==> config.mk <==
export PLATFORM = sky130hd
export DESIGN_NAME = instr_fetch_unit
export DESIGN_NICKNAME = d
export VERILOG_FILES = /design/src/rtl/instr_fetch_unit.sv
export SDC_FILE = /design/constraint.sdc
export NUM_CORES = 1
export LEC_CHECK = 0
export CORE_MARGIN = 2
export CORE_UTILIZATION = 35
export DETAILED_ROUTE_END_ITERATION = 6
export PLACE_DENSITY = 0.64
export SYNTH_ARGS = -nofsm -noshare
export SYNTH_HDL_FRONTEND = slang
export SYNTH_SLANG_ARGS = --single-unit
==> constraint.sdc <==
create_clock -name clk_i -period 3.75 [get_ports clk_i]
set_clock_uncertainty 0.15 [all_clocks]
set_input_delay 0.5625 -clock clk_i [delete_from_list [all_inputs] [get_ports clk_i]]
set_output_delay 0.5625 -clock clk_i [all_outputs]
set_load 0.02 [all_outputs]
==> src/rtl/instr_fetch_unit.sv <==
// Instruction fetch unit: two-state fetch/exec sequencer with PC update, 8-deep return stack.
// Define INSTR_FETCH_INTERRUPT_EN to build in interrupt entry/return; otherwise reti acts as ret.
module instr_fetch_unit (
  input  logic        clk_i,
  input  logic        rst_i,
  output logic        inst_cyc_o,
  output logic        inst_stb_o,
  output logic [11:0] inst_adr_o,
  input  logic        inst_ack_i,
  input  logic        next_c,
  input  logic        branch_c,
  input  logic        jmp_c,
  input  logic        jsb_c,
  input  logic        ret_c,
  input  logic        reti_c,
  input  logic [1:0]  func_e,
  input  logic        ccZ_e,
  input  logic        ccC_e,
  input  logic [7:0]  disp_e,
  input  logic [11:0] addr_e,
  input  logic        int_req_i,
  output logic        int_ack_o,
  output logic        intz_o,
  output logic        intc_o,
  output logic        stack_err_o
);

  typedef enum logic {FETCH, EXEC} state_t;

  state_t      state, state_nxt;
  logic [11:0] pc, pc_inc, pc_cmd;
  logic [11:0] stack_mem [8];
  logic [2:0]  sp, sp_dec;
  logic [3:0]  depth;
  logic        any_cmd, br_taken, update, do_push, do_pop, take_int;

`ifdef INSTR_FETCH_INTERRUPT_EN
  logic [11:0] int_pc;
  logic        int_en, is_reti;
`endif

  assign pc_inc     = pc + 12'd1;
  assign sp_dec     = sp - 3'd1;
  assign inst_adr_o = pc;
  assign any_cmd    = next_c | branch_c | jmp_c | jsb_c | ret_c | reti_c;

  always_comb begin
    case (func_e)
      2'b00:   br_taken = ccZ_e;
      2'b01:   br_taken = ~ccZ_e;
      2'b10:   br_taken = ccC_e;
      default: br_taken = ~ccC_e;
    endcase
  end

  always_ff @(posedge clk_i) begin
    if (rst_i) state <= FETCH;
    else       state <= state_nxt;
  end

  // Command priority: reti > ret > jsb > jmp > branch > next.
  always_comb begin
    state_nxt  = state;
    inst_cyc_o = 1'b0;
    inst_stb_o = 1'b0;
    update     = 1'b0;
    do_push    = 1'b0;
    do_pop     = 1'b0;
    pc_cmd     = pc_inc;
`ifdef INSTR_FETCH_INTERRUPT_EN
    is_reti    = 1'b0;
`endif
    if (state == FETCH) begin
      inst_cyc_o = ~rst_i;
      inst_stb_o = ~rst_i;
      if (inst_ack_i) state_nxt = EXEC;
    end else if (any_cmd) begin
      state_nxt = FETCH;
      update    = 1'b1;
      if (reti_c) begin
`ifdef INSTR_FETCH_INTERRUPT_EN
        is_reti = 1'b1;
        pc_cmd  = int_pc;
`else
        do_pop  = 1'b1;
        pc_cmd  = stack_mem[sp_dec];
`endif
      end else if (ret_c) begin
        do_pop = 1'b1;
        pc_cmd = stack_mem[sp_dec];
      end else if (jsb_c) begin
        do_push = 1'b1;
        pc_cmd  = addr_e;
      end else if (jmp_c) begin
        pc_cmd = addr_e;
      end else if (branch_c) begin
        pc_cmd = br_taken ? pc_inc + {{4{disp_e[7]}}, disp_e} : pc_inc;
      end
    end
  end

  // Depth tracks occupancy so a full push and an empty pop can be flagged; sp wraps either way.
  always_ff @(posedge clk_i) begin
    if (rst_i) begin
      pc          <= 12'h000;
      sp          <= 3'd0;
      depth       <= 4'd0;
      stack_err_o <= 1'b0;
    end else if (update) begin
      pc <= take_int ? 12'h001 : pc_cmd;
      if (do_push) begin
        sp <= sp + 3'd1;
        if (depth == 4'd8) stack_err_o <= 1'b1;
        else               depth <= depth + 4'd1;
      end
      if (do_pop) begin
        sp <= sp_dec;
        if (depth == 4'd0) stack_err_o <= 1'b1;
        else               depth <= depth - 4'd1;
      end
    end
  end

  always_ff @(posedge clk_i) begin
    if (update && do_push) stack_mem[sp] <= pc_inc;
  end

`ifdef INSTR_FETCH_INTERRUPT_EN
  assign take_int = update & int_req_i & int_en & ~is_reti;

  always_ff @(posedge clk_i) begin
    if (rst_i) begin
      int_en    <= 1'b1;
      int_pc    <= 12'h000;
      intz_o    <= 1'b0;
      intc_o    <= 1'b0;
      int_ack_o <= 1'b0;
    end else begin
      int_ack_o <= take_int;
      if (take_int) begin
        int_pc <= pc_cmd;
        intz_o <= ccZ_e;
        intc_o <= ccC_e;
        int_en <= 1'b0;
      end else if (update && is_reti) begin
        int_en <= 1'b1;
      end
    end
  end
`else
  logic unused_int_req;
  assign unused_int_req = int_req_i;
  assign take_int       = 1'b0;
  assign int_ack_o      = 1'b0;
  assign intz_o         = 1'b0;
  assign intc_o         = 1'b0;
`endif

endmodule

==> results of run 1 <==
==> path summary, 6_finish.rpt <==
| kind | from | endpoint | slack [ns] | cells past startpoint |
|---|---|---|---|---|
| worst max-delay path | inst_adr_o[0] | inst_adr_o[11] | 0.42 | 11 |
| worst min-delay path | stack_err_o | stack_err_o | 0.34 | 2 |
| worst max register to register | inst_adr_o[0] | inst_adr_o[11] | 0.42 | 11 |
| worst min register to register | stack_err_o | stack_err_o | 0.34 | 2 |
==> synthesized netlist by cell type (2+ instances only) <==
| cell type | count |
|---|---|
| ha_1 | 19 |
| or2_2 | 2 |
| buf_1 | 2 |
| dfxtp_1 | 21 |
| xnor2_1 | 14 |
| a31oi_1 | 2 |
| mux4_2 | 23 |
| clkbuf_1 | 11 |
| and3_1 | 2 |
| o21ai_2 | 2 |
| nand3b_1 | 3 |
| o21ai_1 | 2 |
| o211ai_1 | 9 |
| nand2_1 | 36 |
| o22ai_1 | 2 |
| a211oi_1 | 3 |
| o31ai_1 | 2 |
| edfxtp_1 | 96 |
| inv_1 | 7 |
| nand3_1 | 17 |
| nor3_1 | 13 |
| a21oi_1 | 23 |
| mux2_2 | 3 |
| nand2b_1 | 4 |
| a311oi_1 | 2 |
| nand4_1 | 5 |
| mux2i_1 | 13 |
| o21bai_1 | 3 |
| o21ai_0 | 11 |
| buf_4 | 6 |
| buf_2 | 5 |
| nor2_1 | 34 |
| xor2_1 | 11 |
==> metal layers <==
metal | vias up | GRT usage, % | wire length, um
met3 | 20 | 3.42 | 755
li1 | 1786 | - | -
met1 | 1888 | 20.9 | 5710
met5 | - | 0 | 0
met4 | 0 | 7.07 | 250
met2 | 96 | 27.0 | 6860
==> worst min-delay path: stages, from the launching register on <==
cell	delay, ns
dfxtp_1	0.33
a31oi_1	0.05
nor2_1	0.08
==> flip-flops by register name (all words and copies together), names as in the netlist <==
| register | count |
|---|---|
| inst_adr_o | 12 |
| depth | 4 |
| stack_mem | 96 |
| stack_err_o | 1 |
| state | 1 |
| sp | 3 |
==> metrics by stage <==
| step | power [mW] | hold WS, ns | setup WS, ns |
|---|---|---|---|
| 2_1_floorplan | 1.91 | 0.368 | 0.588 |
| 3_3_place_gp | 2.10 | 0.315 | 0.553 |
| 3_5_place_dp | 2.11 | 0.324 | 0.413 |
| 4_1_cts | 3.64 | 0.347 | 0.388 |
| 5_1_grt | 3.74 | 0.395 | 0.175 |
| 6_report | 3.61 | 0.338 | 0.419 |
==> kinds of logic after synthesis <==
group                      count (synthesis)  synth area share, %
and+or+nand+nor                          121                 9.74
DFF                                      117                 57.5
AOI/OAI and AO/OA                         76                 9.02
muxes                                     41                 12.6
buffers and inverters                     32                 2.72
xor gates and xnor gates                  25                 3.81
adders and majority gates                 20                 4.49
other                                      1               0.0653
==> layout make-up <==
cell class	count	area, sq um	area share [%]
multi-input cells	286	2300	32.4
clock inverters	14	124	1.75
well taps	216	270	3.81
flip-flops and latches	117	3300	46.6
clock buffers	18	429	6.05
inverters	7	26.3	0.371
repair buffers	69	636	8.97
==> report_power, final <==
group / switching (mW) / internal, mW
clock network: 0.612 / 0.916
logic: 0.333 / 0.272
registers: 0.0307 / 1.45
==> metrics.cfg, run 1 <==
[status]
status=complete, no violations

[placed_design]
placed_cell_area_sq_um=6540
post-dp-hpwl_um=9250
dp_cells=695
io_buffers=47
place_congestion=0.885

[cts]
cts_sinks=117
clock_latency_ns=0.42
cts_setup_buffers=0
tritoncts=done
numCtsBuffers=17
cts.hold.buffers_added=0
cts-root-buf=clkbuf_16
clockBufferDepth=2
post_cts_resized=0
clk_transition_reported_paths_ns=0.06
cts_max_level=4

[final_layout]
antenna_cells=0
final_cell_mix=edfxtp_1, clkdlybuf4s50_1, nand2_1, nor2_1
utilization_pct=44.5
stdcell_count=727
final_common_cell=edfxtp_1
area_growth_pct=23.5
nets=552
fin_area_sq_um=7090
fillers=1437
drive_gt1_share_pct=17.8

[worst_setup_path]
end_kind=flop
crit_path_cell_trace=ha_1 > and4_1 > nand3_1 > xnor2_1 > ha_1 > o21ai_0 > nor2_1 > a21oi_1 > a31oi_4 > xnor2_1 > o22ai_2
max_stage_delay_ns=0.65
worstSetupPathType=flop to flop
startpoint_type=flop
critical_path_arrival_ns=3.48
cp_top_family=XOR/XNOR gates
cp_slowest_cell=xnor2_1
worst-path-max-fanout=10
crit_buf_inv=0
cp.required_ns=3.90

[flow_run]
maxCapViolCount=0

[timing]
finalSetupViolCount=0
slew_headroom_pct=46.3
rsz0062_at_grt=false
post-route-period-util_pct=88.8
final-hold-violation-count=0
worstMarginPinSlew_ns=0.800
max_freq_mhz=300
tns_ns=0
final_max_slew_viol_count=0
period_needed_ns=3.33

[power_and_ir_drop]
powerDensity_nw_per_um2=509
cellLeakagePower_nw=2.50
irDropWorstVdd_mv=0.371

[logic_synthesis]
synth_seq_cells=117
synth_cell_types=58
ys_warn_count=0
syn_inst=433
synth-main-ff-cell=edfxtp_1
synth_top_cell_area_share_pct=50.2
netlist_area_sq_um=5740
synth-edff-count=96
avgSynthCellArea_sq_um=13.3
async_reset_ff_share_pct=0
yosysSeqAreaShare_pct=57.5
synthTopCellsByArea=edfxtp_1, mux4_2, dfxtp_1
yosys.area.top_type=edfxtp_1

[global_route]
antenna_found_initial=0
grt_pass1_wl_um=21600
grt_pass1_vias=3992
grt_max_degree=30
track_usage_pct=16.4
grt_overflow_total=0

[floorplanning]
boundaryPins=52
die_y_um=132
die_width_um=132
die_area_sq_um=17400
core_sq_um=15900
core.rowCount=46
start_util_pct=36.0

[route]
finalWirelength_um=13600
dr.pass1.iters=4
remaining_drc_errors=0
viasPerCell=5.21
drt_iter0_drc=304
via_count=3790
antenna_left=0
wl_per_cell_um=18.7

[hold_path]
min_path_type=flop to flop

No activity file was read; power rests on OpenSTA's default activity.
==> run 2: changes to the inputs <==
- PLACE_DENSITY: 0.64 -> unset
==> metrics.cfg, run 2 (same netlist as run 1, synthesis figures left out) <==
[global_route]
antenna_found_initial=0
track_usage_pct=15.8
grt_pass1_wl_um=21100
grt_pass1_vias=3688
grt_max_degree=30
grt_overflow_total=0

[hold_path]
min_path_type=flop to flop
min_from=stack_err_o
hold_depth=2

[cts]
cts-root-buf=clkbuf_16
post_cts_resized=0
clk_transition_reported_paths_ns=0.06
cts_max_level=4
cts.hold.buffers_added=0
clockBufferDepth=2
numCtsBuffers=17
clock_latency_ns=0.42
cts_sinks=117
cts_setup_buffers=0
tritoncts=done

[route]
via_count=3803
finalWirelength_um=13400
wl_per_cell_um=18.5
viasPerCell=5.23
antenna_left=0
remaining_drc_errors=0
drt_iter0_drc=335
dr.pass1.iters=7

[placed_design]
pre_cts_ws_ns=0.466
place_congestion=0.812
dp_cells=695
post-dp-hpwl_um=9170
io_buffers=47
placed_cell_area_sq_um=6540

[timing]
post-route-period-util_pct=89.5
slew_headroom_pct=45.7
rsz0062_at_grt=false
final_max_slew_viol_count=0
max_freq_mhz=298
period_needed_ns=3.36
worstMarginPinSlew_ns=0.809
tns_ns=0
fin_ws_ns=0.393
final-hold-violation-count=0
finalSetupViolCount=0
fin_hold_ws_ns=0.330

[final_layout]
fillers=1443
utilization_pct=44.9
drive_gt1_share_pct=18.6
stdcell_count=727
multi_input_area_sq_um=2300
largest_reg_flops=96
final_common_cell=edfxtp_1
seqCellArea_sq_um=3300
final_cell_mix=edfxtp_1, clkdlybuf4s50_1, nand2_1, nor2_1
largest_register=stack_mem
nets=552
antenna_cells=0
area_growth_pct=24.6
fin_area_sq_um=7150

[power_and_ir_drop]
power_mw=3.77
powerDensity_nw_per_um2=527
cellLeakagePower_nw=2.52
irDropWorstVdd_mv=0.385

[floorplanning]
die_y_um=132
boundaryPins=52
die_width_um=132
core_sq_um=15900
core.rowCount=46
die_area_sq_um=17400
start_util_pct=36.0

[worst_setup_path]
critical_path_arrival_ns=3.50
rr_worst_depth=11
startpoint_type=flop
worst-path-max-fanout=10
worstSetupPathType=flop to flop
end_kind=flop
timing.rr.start=inst_adr_o[0]
startpoint=inst_adr_o[0]
cp.required_ns=3.89

[flow_run]
maxCapViolCount=0

[status]
status=complete, no violations

run 2: cell types whose count changed in the layout (fill, tap and decap cells not counted), sizes merged:
cell	delta
inv	-1
clkinv	-3
bufinv	+2
clkbuf	-1
clkinvlp	+3
run 2: report_power, final:
| group | internal (mW) | switching (mW) |
|---|---|---|
| logic | 0.272 | 0.333 |
| clock network | 1.06 | 0.628 |
| registers | 1.45 | 0.0312 |
run 2: worst paths after layout:
path / end / slack (ns)
worst max register to register: inst_adr_o[11] / 0.39
worst min-delay path: stack_err_o / 0.33
worst max-delay path: inst_adr_o[11] / 0.39
worst min register to register: stack_err_o / 0.33
run 2: per-layer routing:
layer | GRT usage (%) | vias to the layer above | wire length [um]
li1 | - | 1793 | -
met1 | 21.8 | 1898 | 6070
met2 | 25.1 | 97 | 6540
met3 | 4.23 | 15 | 670
met4 | 3.86 | 0 | 155
met5 | 0 | - | 0
run 2: final cells by class:
| type | count | area share (%) |
|---|---|---|
| flip-flops and latches | 117 | 46.2 |
| multi-input cells | 286 | 32.1 |
| repair buffers | 69 | 8.89 |
| clock inverters | 15 | 2.69 |
| inverters | 7 | 0.367 |
| well taps | 216 | 3.78 |
| clock buffers | 17 | 5.95 |
run 2: worst max-delay path, cell delays in order (launching register included):
cell and delay (ns):
dfxtp_1 0.48, ha_1 0.25, and4_1 0.30, nand3_1 0.12
xnor2_1 0.66, ha_1 0.40, o21ai_0 0.17, nor2_1 0.09
a21oi_1 0.26, a31oi_4 0.11, xnor2_1 0.18, o22ai_2 0.08
==> run 3: changes to the inputs <==
- PLACE_DENSITY: unset -> 0.59
==> metrics.cfg, run 3 (same netlist as run 1, synthesis figures left out) <==
[cts]
cts-root-buf=clkbuf_16
cts_max_level=4
post_cts_resized=0
clock_latency_ns=0.42
tritoncts=done
numCtsBuffers=17
cts.hold.buffers_added=0
clk_transition_reported_paths_ns=0.06
clockBufferDepth=2
cts_setup_buffers=0
cts_sinks=117

[global_route]
track_usage_pct=16.7
antenna_found_initial=0
grt_pass1_vias=3765
grt_overflow_total=0
grt_max_degree=30
grt_pass1_wl_um=21700

[worst_setup_path]
end_kind=flop
critical_path_arrival_ns=3.49
startpoint_type=flop
cp.required_ns=3.90
worst-path-max-fanout=10
worstSetupPathType=flop to flop

[floorplanning]
die_area_sq_um=17400
core_sq_um=15900
start_util_pct=36.0
die_y_um=132
core.rowCount=46
die_width_um=132
boundaryPins=52

[hold_path]
min_path_type=flop to flop

[route]
antenna_left=0
finalWirelength_um=13900
via_count=3755
remaining_drc_errors=0
dr.pass1.iters=4
drt_iter0_drc=273
viasPerCell=5.16
wl_per_cell_um=19.0

[final_layout]
fin_area_sq_um=7120
largest_register=stack_mem
antenna_cells=0
nets=554
drive_gt1_share_pct=18.2
utilization_pct=44.6
largest_reg_flops=96
final_common_cell=edfxtp_1
final_cell_mix=edfxtp_1, clkdlybuf4s50_1, nand2_1, nor2_1, buf_4
area_growth_pct=24.0

[timing]
final_max_slew_viol_count=0
period_needed_ns=3.34
slew_headroom_pct=41.8
post-route-period-util_pct=89.1
tns_ns=0
max_freq_mhz=299
worstMarginPinSlew_ns=0.867
finalSetupViolCount=0
final-hold-violation-count=0
rsz0062_at_grt=false

[placed_design]
io_buffers=47
place_congestion=0.790
placed_cell_area_sq_um=6550
post-dp-hpwl_um=9440

[power_and_ir_drop]
cellLeakagePower_nw=2.51
irDropWorstVdd_mv=0.328
power_mw=3.63
powerDensity_nw_per_um2=510

[status]
status=complete, no violations

[flow_run]
maxCapViolCount=0

run 3: through the flow:
step	setup slack [ns]	hold WS [ns]	instances
finish	0.410	0.328	728
detailed placement	0.466	0.317	697
global placement	0.513	0.306	697
global route	0.165	0.358	728
CTS	0.452	0.330	728
floorplan	0.588	0.368	435
run 3: layout make-up:
class                           instances  area (sq um)
Clock buffer                           19           433
Clock inverter                         12           133
Fill cell                            1491          8830
Inverter                                7          26.3
Multi-Input combinational cell        286          2300
Sequential cell                       117          3300
Tap cell                              216           270
Timing Repair Buffer                   71           651
run 3: worst paths after layout:
kind	start	end	slack, ns	depth (start not counted)
worst max-delay path	inst_adr_o[0]	inst_adr_o[11]	0.41	11
worst min-delay path	stack_err_o	stack_err_o	0.33	2
worst max register to register	inst_adr_o[0]	inst_adr_o[11]	0.41	11
worst min register to register	stack_err_o	stack_err_o	0.33	2
run 3: report_power, final:
group          switching [mW]  total (mW)  leakage, nW  internal, mW
Sequential             0.0306        1.48         1.05          1.45
Clock                   0.571        1.54        0.271         0.972
Combinational           0.337       0.610         1.19         0.273
run 3: critical path: stages, from the launching register on:
cell and delay, ns:
dfxtp_1 0.42, ha_1 0.25, and4_1 0.29, nand3_1 0.11, xnor2_1 0.70, ha_1 0.41, o21ai_0 0.18, nor2_1 0.10
a21oi_1 0.25, a31oi_4 0.11, xnor2_1 0.18, o22ai_2 0.08
run 3: metal layers:
layer  global-route usage, %  wire (um)  vias up
met5                       0          0        -
met2                    27.9       7080       81
li1                        -          -     1785
met4                    4.65        136        0
met3                    4.73        635       13
met1                    21.3       6010     1876
